===== config.mk =====
export PLATFORM = sky130hd
export DESIGN_NAME = dmem_access_ctrl
export DESIGN_NICKNAME = d
export VERILOG_FILES = /design/src/rtl/dmem_pkg.sv /design/src/rtl/dmem_lane_steer.sv /design/src/rtl/dmem_access_ctrl.sv
export SDC_FILE = /design/constraint.sdc
export NUM_CORES = 1
export LEC_CHECK = 0
export ABC_AREA = 1
export CAP_MARGIN = 15
export CORE_AREA = 2 2 121 123
export DETAILED_ROUTE_END_ITERATION = 6
export DIE_AREA = 0 0 123 125
export GPL_TIMING_DRIVEN = 0
export HOLD_SLACK_MARGIN = 0.1
export PLACE_DENSITY_LB_ADDON = 0.12
export SYNTH_ARGS = -nofsm -noshare
export SYNTH_HDL_FRONTEND = slang
export SYNTH_SLANG_ARGS = --single-unit

===== constraint.sdc =====
create_clock -name clk -period 4.25 [get_ports clk]
set_input_delay 1.0625 -clock clk [delete_from_list [all_inputs] [get_ports clk]]
set_output_delay 1.0625 -clock clk [all_outputs]
set_load 0.05 [all_outputs]

===== src/rtl/dmem_pkg.sv =====
// Shared constants and types for the data-memory access controller.
package dmem_pkg;

    localparam logic [1:0] SZ_WORD = 2'd0;
    localparam logic [1:0] SZ_HALF = 2'd1;
    localparam logic [1:0] SZ_BYTE = 2'd2;

    localparam logic REQ_CPU = 1'b0;
    localparam logic REQ_DMA = 1'b1;

    typedef enum logic [2:0] {
        StIdle,
        StAccess,
        StRWait,
        StDone,
        StErr
    } dmemState_e;

    // Size code 3 is illegal; words need 4-byte and halves 2-byte alignment.
    function automatic logic isBadAccess(input logic [1:0] size, input logic [1:0] offset);
        logic bad;
        case (size)
            SZ_WORD: bad = (offset != 2'b00);
            SZ_HALF: bad = offset[0];
            SZ_BYTE: bad = 1'b0;
            default: bad = 1'b1;
        endcase
        return bad;
    endfunction

endpackage


===== src/rtl/dmem_lane_steer.sv =====
// Byte-lane steering for stores and lane extract/extend for loads.
// Lane k occupies data bits [31-8k -: 8].
module dmem_lane_steer
    import dmem_pkg::*;
(
    input  logic [1:0]  wrSize,
    input  logic [1:0]  wrOffset,
    input  logic [31:0] wrData,
    output logic [3:0]  wrBe,
    output logic [31:0] wrLanes,
    input  logic [1:0]  rdSize,
    input  logic [1:0]  rdOffset,
    input  logic        rdSignExt,
    input  logic [31:0] rdData,
    output logic [31:0] rdAligned
);

    logic [7:0]  laneByte;
    logic [15:0] laneHalf;

    always_comb begin
        wrBe    = 4'b1111;
        wrLanes = wrData;
        case (wrSize)
            SZ_HALF: begin
                if (wrOffset[1]) begin
                    wrBe    = 4'b1100;
                    wrLanes = {16'd0, wrData[15:0]};
                end else begin
                    wrBe    = 4'b0011;
                    wrLanes = {wrData[15:0], 16'd0};
                end
            end
            SZ_BYTE: begin
                wrBe    = 4'b0001 << wrOffset;
                // Lane k sits 8*(3-k) bits up, and 3-k equals ~k for a 2-bit k.
                wrLanes = {24'd0, wrData[7:0]} << {~wrOffset, 3'b000};
            end
            default: ;
        endcase
    end

    always_comb begin
        laneByte = 8'(rdData >> {~rdOffset, 3'b000});
        laneHalf = rdOffset[1] ? rdData[15:0] : rdData[31:16];
        case (rdSize)
            SZ_HALF: rdAligned = {{16{rdSignExt & laneHalf[15]}}, laneHalf};
            SZ_BYTE: rdAligned = {{24{rdSignExt & laneByte[7]}}, laneByte};
            default: rdAligned = rdData;
        endcase
    end

endmodule


===== src/rtl/dmem_access_ctrl.sv =====
// Data-memory access controller: round-robin CPU/DMA arbitration onto a single-port
// synchronous RAM with alignment checks, store lane steering and load extension.
module dmem_access_ctrl
    import dmem_pkg::*;
#(
    parameter int unsigned ADDR_W = 10
) (
    input  logic              clk,
    input  logic              rst,
    input  logic              cpu_req,
    input  logic              cpu_we,
    input  logic [31:0]       cpu_addr,
    input  logic [31:0]       cpu_wdata,
    input  logic [1:0]        cpu_size,
    input  logic              cpu_sign_ext,
    output logic              cpu_ack,
    output logic              cpu_err,
    output logic [31:0]       cpu_rdata,
    input  logic              dma_req,
    input  logic              dma_we,
    input  logic [31:0]       dma_addr,
    input  logic [31:0]       dma_wdata,
    output logic              dma_ack,
    output logic [31:0]       dma_rdata,
    output logic              mem_en,
    output logic              mem_we,
    output logic [ADDR_W-1:0] mem_addr,
    output logic [3:0]        mem_be,
    output logic [31:0]       mem_wdata,
    input  logic [31:0]       mem_rdata
);

    localparam int unsigned ByteAddrW = ADDR_W + 2;

    dmemState_e stateQ, stateD;
    logic lastGrantQ, lastGrantD, ownerQ, ownerD;
    logic weQ, weD, signExtQ, signExtD;
    logic [1:0] sizeQ, sizeD;
    logic [ByteAddrW-1:0] addrQ, addrD;

    logic cpuAckQ, cpuAckD, cpuErrQ, cpuErrD, dmaAckQ, dmaAckD;
    logic memEnQ, memEnD, memWeQ, memWeD;
    logic [31:0] cpuRdataQ, cpuRdataD, dmaRdataQ, dmaRdataD, memWdataQ, memWdataD;
    logic [ADDR_W-1:0] memAddrQ, memAddrD;
    logic [3:0] memBeQ, memBeD;

    logic grantCpu, reqWe, reqSignExt, reqBad;
    logic [1:0] reqSize;
    logic [ByteAddrW-1:0] reqAddr;
    logic [31:0] reqWdata;
    logic [3:0] steerBe;
    logic [31:0] steerWdata, loadData;
    logic unusedAddrBits;

    // Address bits above the RAM range and the DMA byte offset are don't-care.
    assign unusedAddrBits = ^{cpu_addr[31:ByteAddrW], dma_addr[31:ByteAddrW], dma_addr[1:0]};

    // Candidate request; only consumed in StIdle.
    always_comb begin
        grantCpu   = cpu_req & (~dma_req | (lastGrantQ == REQ_DMA));
        reqWe      = grantCpu ? cpu_we : dma_we;
        reqAddr    = grantCpu ? cpu_addr[ByteAddrW-1:0] : {dma_addr[ByteAddrW-1:2], 2'b00};
        reqWdata   = grantCpu ? cpu_wdata : dma_wdata;
        reqSize    = grantCpu ? cpu_size : SZ_WORD;
        reqSignExt = grantCpu & cpu_sign_ext;
        reqBad     = grantCpu & isBadAccess(cpu_size, cpu_addr[1:0]);
    end

    dmem_lane_steer uLaneSteer (
        .wrSize   (reqSize),
        .wrOffset (reqAddr[1:0]),
        .wrData   (reqWdata),
        .wrBe     (steerBe),
        .wrLanes  (steerWdata),
        .rdSize   (sizeQ),
        .rdOffset (addrQ[1:0]),
        .rdSignExt(signExtQ),
        .rdData   (mem_rdata),
        .rdAligned(loadData)
    );

    // Outputs are computed for the state being entered, then registered.
    always_comb begin
        stateD     = stateQ;
        lastGrantD = lastGrantQ;
        ownerD     = ownerQ;
        weD        = weQ;
        sizeD      = sizeQ;
        signExtD   = signExtQ;
        addrD      = addrQ;
        cpuAckD    = 1'b0;
        cpuErrD    = 1'b0;
        dmaAckD    = 1'b0;
        cpuRdataD  = cpuRdataQ;
        dmaRdataD  = dmaRdataQ;
        memEnD     = 1'b0;
        memWeD     = 1'b0;
        memAddrD   = '0;
        memBeD     = '0;
        memWdataD  = '0;
        case (stateQ)
            StIdle: begin
                if (cpu_req || dma_req) begin
                    ownerD     = grantCpu ? REQ_CPU : REQ_DMA;
                    lastGrantD = grantCpu ? REQ_CPU : REQ_DMA;
                    weD        = reqWe;
                    sizeD      = reqSize;
                    signExtD   = reqSignExt;
                    addrD      = reqAddr;
                    if (reqBad) begin
                        stateD    = StErr;
                        cpuAckD   = 1'b1;
                        cpuErrD   = 1'b1;
                        cpuRdataD = '0;
                    end else begin
                        stateD    = StAccess;
                        memEnD    = 1'b1;
                        memWeD    = reqWe;
                        memAddrD  = reqAddr[ByteAddrW-1:2];
                        memBeD    = reqWe ? steerBe : 4'b1111;
                        memWdataD = reqWe ? steerWdata : '0;
                    end
                end
            end
            StAccess: begin
                if (weQ) begin
                    stateD  = StDone;
                    cpuAckD = (ownerQ == REQ_CPU);
                    dmaAckD = (ownerQ == REQ_DMA);
                end else begin
                    stateD = StRWait;
                end
            end
            StRWait: begin
                stateD = StDone;
                if (ownerQ == REQ_CPU) begin
                    cpuAckD   = 1'b1;
                    cpuRdataD = loadData;
                end else begin
                    dmaAckD   = 1'b1;
                    dmaRdataD = loadData;
                end
            end
            StDone:  stateD = StIdle;
            StErr:   stateD = StIdle;
            default: stateD = StIdle;
        endcase
    end

    always_ff @(posedge clk) begin
        if (rst) begin
            stateQ     <= StIdle;
            lastGrantQ <= REQ_DMA;
            ownerQ     <= REQ_CPU;
            weQ        <= 1'b0;
            sizeQ      <= SZ_WORD;
            signExtQ   <= 1'b0;
            addrQ      <= '0;
            cpuAckQ    <= 1'b0;
            cpuErrQ    <= 1'b0;
            dmaAckQ    <= 1'b0;
            cpuRdataQ  <= '0;
            dmaRdataQ  <= '0;
            memEnQ     <= 1'b0;
            memWeQ     <= 1'b0;
            memAddrQ   <= '0;
            memBeQ     <= '0;
            memWdataQ  <= '0;
        end else begin
            stateQ     <= stateD;
            lastGrantQ <= lastGrantD;
            ownerQ     <= ownerD;
            weQ        <= weD;
            sizeQ      <= sizeD;
            signExtQ   <= signExtD;
            addrQ      <= addrD;
            cpuAckQ    <= cpuAckD;
            cpuErrQ    <= cpuErrD;
            dmaAckQ    <= dmaAckD;
            cpuRdataQ  <= cpuRdataD;
            dmaRdataQ  <= dmaRdataD;
            memEnQ     <= memEnD;
            memWeQ     <= memWeD;
            memAddrQ   <= memAddrD;
            memBeQ     <= memBeD;
            memWdataQ  <= memWdataD;
        end
    end

    assign cpu_ack   = cpuAckQ;
    assign cpu_err   = cpuErrQ;
    assign cpu_rdata = cpuRdataQ;
    assign dma_ack   = dmaAckQ;
    assign dma_rdata = dmaRdataQ;
    assign mem_en    = memEnQ;
    assign mem_we    = memWeQ;
    assign mem_addr  = memAddrQ;
    assign mem_be    = memBeQ;
    assign mem_wdata = memWdataQ;

endmodule


== After elaboration in Yosys (flattened, before gate mapping) ==
Cells that the tools add are included.
Operators by class
  equal/unequal tests: 11
  shift-type cells: 3
  multiplexer cells: 30
  bitwise gates (word level): 13
  reduce and logical (&&, ||, !) cells: 12
Operator list (number)
  32-bit one-hot mux with 2 select lines: 3
  32-bit two-way mux: 5
  8-bit by 5-bit left shift with 32-bit output: 1
  32-bit by 5-bit right shift with 8-bit output: 1
  16-bit two-way mux: 1
  12-bit two-way mux: 1
  1-bit two-way mux: 10
  3-bit one-hot mux with 3 select lines: 1
  4-bit two-way mux: 2
  4-bit one-hot mux with 2 select lines: 1
  2-bit by 1-bit == test with 1-bit output, second input constant: 3
  2-bit == test, second input constant: 3
  3-bit two-way mux: 2
  2-bit inequality test, second input constant: 3
  1-bit one-hot mux with 3 select lines: 2
  1-bit AND: 5
  1-bit inverter: 5
  5-bit OR reduction: 1
  2-bit inverter: 2
  2-bit AND reduction: 2
  4-bit AND reduction: 1
  2-bit nonzero test: 2
  4-bit OR reduction: 1
  1-bit by 2-bit left shift with 4-bit output, first input constant: 1
  other kinds (10): 10
Word-level totals
  flip-flop bits (word level): 126
  input port bits: 169
  logic and storage cells: 86

== Logic depth before layout (Yosys ltp) ==
  depth after elaboration: 7
  depth in mapped cells: 16
  gate-level depth less buffers: 12

== Modules after synthesis ==
From an unflattened synthesis, not the netlist that was laid out.
Second synthesis, totals
  cells, all modules: 996
  area, all modules: 6259.8 um^2
By module, submodules not included
  dmem_access_ctrl: times used 1, cells each 734, area each 5089.9 um^2, sequential area each 2522.4 um^2
  dmem_lane_steer: times used 1, cells each 262, area each 1169.9 um^2, sequential area each 0.0 um^2

== Worst setup path before layout ==
OpenSTA, ideal clock, no wires.
  kind: input to register
  start: input dma_req
  end: register memWdataQ[27] (netlist: mem_wdata[27])
  library setup time: 0.064 ns
  arrival: 2.909 ns
  slack: 1.277 ns
  stages: 15
  path through: nand2_1 nand2_1 buf_6 buf_6 buf_4 nor2_2 inv_1 ha_1 clkinv_1 clkbuf_1 a21oi_1 o21ai_0 o21ai_0 nor2_1 nor2_1
Between the ends
  elaborated cells on any way between the ends: 18
RTL lines
  start: declaration: RTL line dmem_access_ctrl.sv:19  | input logic dma_req,
  1-bit inverter *: RTL line dmem_access_ctrl.sv:60  | grantCpu = cpu_req & (~dma_req | (lastGrantQ == REQ_DMA));
  1-bit bitwise OR *: RTL line dmem_access_ctrl.sv:60
  1-bit AND *: RTL line dmem_access_ctrl.sv:60
  2-bit two-way mux *: RTL line dmem_access_ctrl.sv:64  | reqSize = grantCpu ? cpu_size : SZ_WORD;
  net reqSize[0]: RTL line dmem_access_ctrl.sv:48  | logic [1:0] reqSize;
  2-bit == test or 2-bit by 1-bit == test with 1-bit output (tied branches): RTL line dmem_lane_steer.sv:24  | case (wrSize)
  32-bit one-hot mux with 2 select lines *: RTL line dmem_lane_steer.sv:24
  end signal: assignment: RTL line dmem_access_ctrl.sv:186  | memWdataQ <= memWdataD;
  end: declaration: RTL line dmem_access_ctrl.sv:43  | logic [31:0] cpuRdataQ, cpuRdataD, dmaRdataQ, dmaRdataD, memWdataQ, memWdataD;
The timed path passes the listed nets; every way through them passes the cells marked *.
A chain may end at the register's enable or synchronous reset.

== Worst setup path after layout ==
  start: input dma_req
  end: register memWdataQ[23] (netlist: mem_wdata[23])
The elaborated chain is that of the path after synthesis.

==> implementation parameters <==
Parameter                              Value

Timing
  Final hold slack ... 485 ps
  Final slew viol count ... 0
  Final worst clock skew ... 6.80 ps
  Fmax ... 273 MHz
  Worst slew margin relative to its limit ... 56.5%
  Final setup violation count ... 0
  Slew @ Worst Pin ... 652 ps
  Slack of the critical path ... 582 ps
  Time the worst path needs with I/O delays and setup ... 3670 ps
  RSZ-0062 raised after global routing ... false
  Ratio of final minimum period to clock period ... 86.3%
  Total negative slack ... 0 ps
  Final Hold Violating Endpoints ... 0

Setup path
  Launching point of the worst reg2reg path ... lastGrantQ
  Capturing element type of the critical path ... register
  Startpoint of the worst setup timing path ... dma_req
  Number of cells on the worst reg-to-reg path ... 16
  Number of buffers and inverters on the critical path ... 7
  Crit Reg-Reg Endpoint ... mem_wdata[23]
  Required time of the critical path ... 4610 ps
  Kind of critical path ... input port to register
  Cells along the critical path ... clkdlybuf4s50_1 > nand2_1 > nand2_1 > buf_6 > buf_6 > buf_4 > nor2_2 > inv_1 > ha_1 > clkinv_1 > clkbuf_1 > a21oi_1 > o21ai_0 > o21ai_0 > nor2_1 > nor2_1
  Number of logic stages on the critical path including buffering ... 16
  CP max-delay cell ... sky130_fd_sc_hd__clkdlybuf4s50_1
  Critical Path End ... mem_wdata[23]
  Slack of the worst reg-to-reg path ... 1400 ps
  Sort of element at the start of the critical path ... input port
  Largest stage delay, worst path ... 510 ps
  Arrival time reported for the critical path endpoint ... 4030 ps
  Worst-path maximum fanout ... 10
  Kind of cell adding the most delay to the critical path ... buffers and inverters

Cells and area
  Share of post-route cells with drive strength above 1 ... 9.28%
  Final nets ... 1324
  Count of antenna diodes in the layout ... 0
  Area growth from synthesis to layout ... 52.5%
  Final design instance area without fill ... 9410 sq um
  Final standard cell count with taps included and fillers excluded ... 1348

Logic synthesis
  Number of synthesized register bits ... 126
  Count of mapped cells out of synthesis ... 891
  Main combinational cell family by area after synthesis ... simple AND/OR/NAND/NOR gates
  Commonest cells post-synth ... sky130_fd_sc_hd__nand2_1, sky130_fd_sc_hd__dfxtp_1, sky130_fd_sc_hd__inv_1, sky130_fd_sc_hd__a21oi_1, sky130_fd_sc_hd__o21ai_0
  Post-synth cell types ... 34
  Xor-xnor portion of the synthesized cell area ... 0%
  Synth top area cells ... sky130_fd_sc_hd__dfxtp_1, sky130_fd_sc_hd__nand2_1, sky130_fd_sc_hd__a21oi_1
  Cell taking the most area after synthesis ... sky130_fd_sc_hd__dfxtp_1
  Prevailing post-synth register cell ... sky130_fd_sc_hd__dfxtp_1
  Dominant cell by count in the synthesized netlist ... sky130_fd_sc_hd__nand2_1
  Share of synthesized flip-flops with an asynchronous set or reset ... 0%
  Area share of the largest cell type after synthesis ... 40.9%
  Post-synthesis mux area share ... 0%
  Adder-cell area share of the yosys netlist ... 0.811%
  Compound-cell area share of the yosys netlist ... 20.7%
  Number of warnings reported in the yosys synthesis log ... 0
  Post-synthesis sequential area ratio ... 40.9%
  Post-Syn Nets ... 1064
  Simple-gate share of the synthesized area ... 27.1%
  Post-synthesis cell area ... 6170 sq um
  Number of flops mapped to enable cells by yosys ... 0
  Synth Area per Inst ... 6.92 sq um

Floorplanning
  Horizontal die dimension ... 123 um
  I/O pin count ... 284
  Core region area ... 14200 sq um
  Floorplan row count ... 44
  Initial Util ... 43.4%
  DIE AREA ... 15400 sq um
  Y dimension of the die ... 125 um

Route
  Initial drt markers ... 599
  DRC violation count after routing ... 0
  Wirelength, routed ... 21.7 mm
  Vias per std cell ... 5.10
  Via count ... 6871
  Detailed Routing Iterations Pass 1 ... 5
  Routed len/inst ... 16.1 um
  Remaining number of nets flagged by the antenna check after routing ... 0

Run
  Max-cap viol count ... 0

Outcome
  Run status ... completed

Power
  Cell leakage power ... 4.08 nW
  Net Switching ... 1.60 mW
  Part of the power in registers ... 30.9%
  Pwr dens ... 459 nW/um^2
  Switching share of power ... 37.0%
  Comb pwr share ... 35.2%
  IR drop worst, VDD ... 0.000250 V
  Clk pwr share ... 33.8%
  Internal cell power ... 2.72 mW

Global routing
  Maximum number of pins on one net before global-route repair ... 17
  Number of antenna violations at the first check in global routing ... 0
  Total routing resource utilization after global routing ... 28.2%
  Sum of overflow across all layers after global routing ... 0
  First-pass GRT wire length ... 33.5 mm
  Number of global-route vias before repair ... 6516

Place
  # port buffers ... 241
  Last weighted congestion value of the routability-driven placer ... 0.950
  HPWL after detailed placement ... 16.7 mm
  Post-placement cell count ... 1316
  Placed Instance Area ... 8810 sq um
  Pre-CTS WS ... 195 ps

CTS
  Number of clock sinks ... 126
  CTS tree ... yes
  Clock-pin slew on the worst setup and hold paths ... 50 ps
  Clock root cell ... sky130_fd_sc_hd__clkbuf_16
  Number of H-tree levels ... 4
  Num CTS Buffers ... 17
  Count of buffers added by post-CTS timing repair for setup ... 0
  Later-pin clock latency in the skew report ... 420 ps
  Number of buffers on the longest clock path ... 2
  Count of hold-fix buffers inserted at cts ... 0
  Cells resized by post-CTS repair ... 0

Worst hold path
  HP Class ... register to register
how the worst min path moves through the flow:
stage,startpoint,endpoint,slack (ps),cells past startpoint
final,cpu_rdata[5],cpu_rdata[5],480,2
after CTS,cpu_rdata[23],cpu_rdata[23],490,2
after detailed placement,cpu_rdata[27],cpu_rdata[27],480,2
after global routing,cpu_rdata[12],cpu_rdata[12],500,2
after global placement,sizeQ[1],sizeQ[1],470,2
after floorplan,sizeQ[1],sizeQ[1],450,2
layout make-up:
cell class              count  area (sq um)
plain buffers              51           262
clock buffers              23           488
clock inverters             9           108
fillers                  1284          4800
inverters                 103           387
multi-input cells         611          3000
flip-flops and latches    126          2520
well taps                 184           230
repair buffers            241          2410
kinds of logic (layout without fill, tap and decap cells):
kind of cell / after synthesis / in the layout
AO/OA/AOI/OAI: 226 / 226
adder cells (fa/ha/maj): 4 / 4
buffers and inverters: 154 / 427
flip-flops: 126 / 126
AND/OR/NAND/NOR: 381 / 381
worst register-to-register path, cell delays in order (launching register included):
cell,delay [ps]
sky130_fd_sc_hd__dfxtp_1,300
sky130_fd_sc_hd__inv_1,80
sky130_fd_sc_hd__nand2_1,70
sky130_fd_sc_hd__nand2_1,80
sky130_fd_sc_hd__buf_6,170
sky130_fd_sc_hd__buf_6,150
sky130_fd_sc_hd__buf_4,180
sky130_fd_sc_hd__nor2_2,130
sky130_fd_sc_hd__inv_1,60
sky130_fd_sc_hd__ha_1,360
sky130_fd_sc_hd__clkinv_1,300
sky130_fd_sc_hd__clkbuf_1,340
sky130_fd_sc_hd__a21oi_1,170
sky130_fd_sc_hd__o21ai_0,160
sky130_fd_sc_hd__o21ai_0,110
sky130_fd_sc_hd__nor2_1,50
sky130_fd_sc_hd__nor2_1,80
layout by cell type, fill, tap and decap left out, types with 14 or more instances in the layout:
cell type,count
sky130_fd_sc_hd__clkdlybuf4s50_1,241
sky130_fd_sc_hd__nand2_1,211
sky130_fd_sc_hd__dfxtp_1,126
sky130_fd_sc_hd__inv_1,99
sky130_fd_sc_hd__a21oi_1,95
sky130_fd_sc_hd__o21ai_0,85
sky130_fd_sc_hd__nand3_1,78
sky130_fd_sc_hd__nor2_1,56
sky130_fd_sc_hd__clkbuf_1,27
sky130_fd_sc_hd__clkbuf_16,17
sky130_fd_sc_hd__o21bai_1,16
sky130_fd_sc_hd__buf_2,14
power by group through the flow:
stage / combinational [mW] / clock (mW) / sequential, mW
after detailed placement: 1.50 / 0 / 1.36
final: 1.52 / 1.46 / 1.34
after global routing: 1.65 / 1.53 / 1.35
after global placement: 1.50 / 0 / 1.36
after floorplan: 0.696 / 0 / 1.63
after CTS: 1.51 / 1.47 / 1.34
metal layers:
metal / part of all wire (%) / track usage [%] / vias to the layer above / routed length, um
met5: 0 / 0 / - / 0
met4: 2.4 / 8.49 / 0 / 517
met3: 9.3 / 8.30 / 41 / 2010
met2: 46 / 45.4 / 339 / 10000
met1: 42 / 36.3 / 3098 / 9120
li1: - / - / 3393 / -
per-stage QoR:
step           power (mW)  util (%)
2_1_floorplan        2.33         -
3_3_place_gp         2.86      62.0
3_5_place_dp         2.86      62.0
4_1_cts              4.31      66.2
5_1_grt              4.52      66.2
6_report             4.32      66.2
state kept, by name, indices dropped and copies added (netlist names), 2 cells and up:
signal and flops:
mem_addr 10, cpu_rdata 32, dma_rdata 32, sizeQ 2, addrQ 2, mem_be 4, stateQ 3, mem_wdata 32
(Power assumes the default switching activity.)
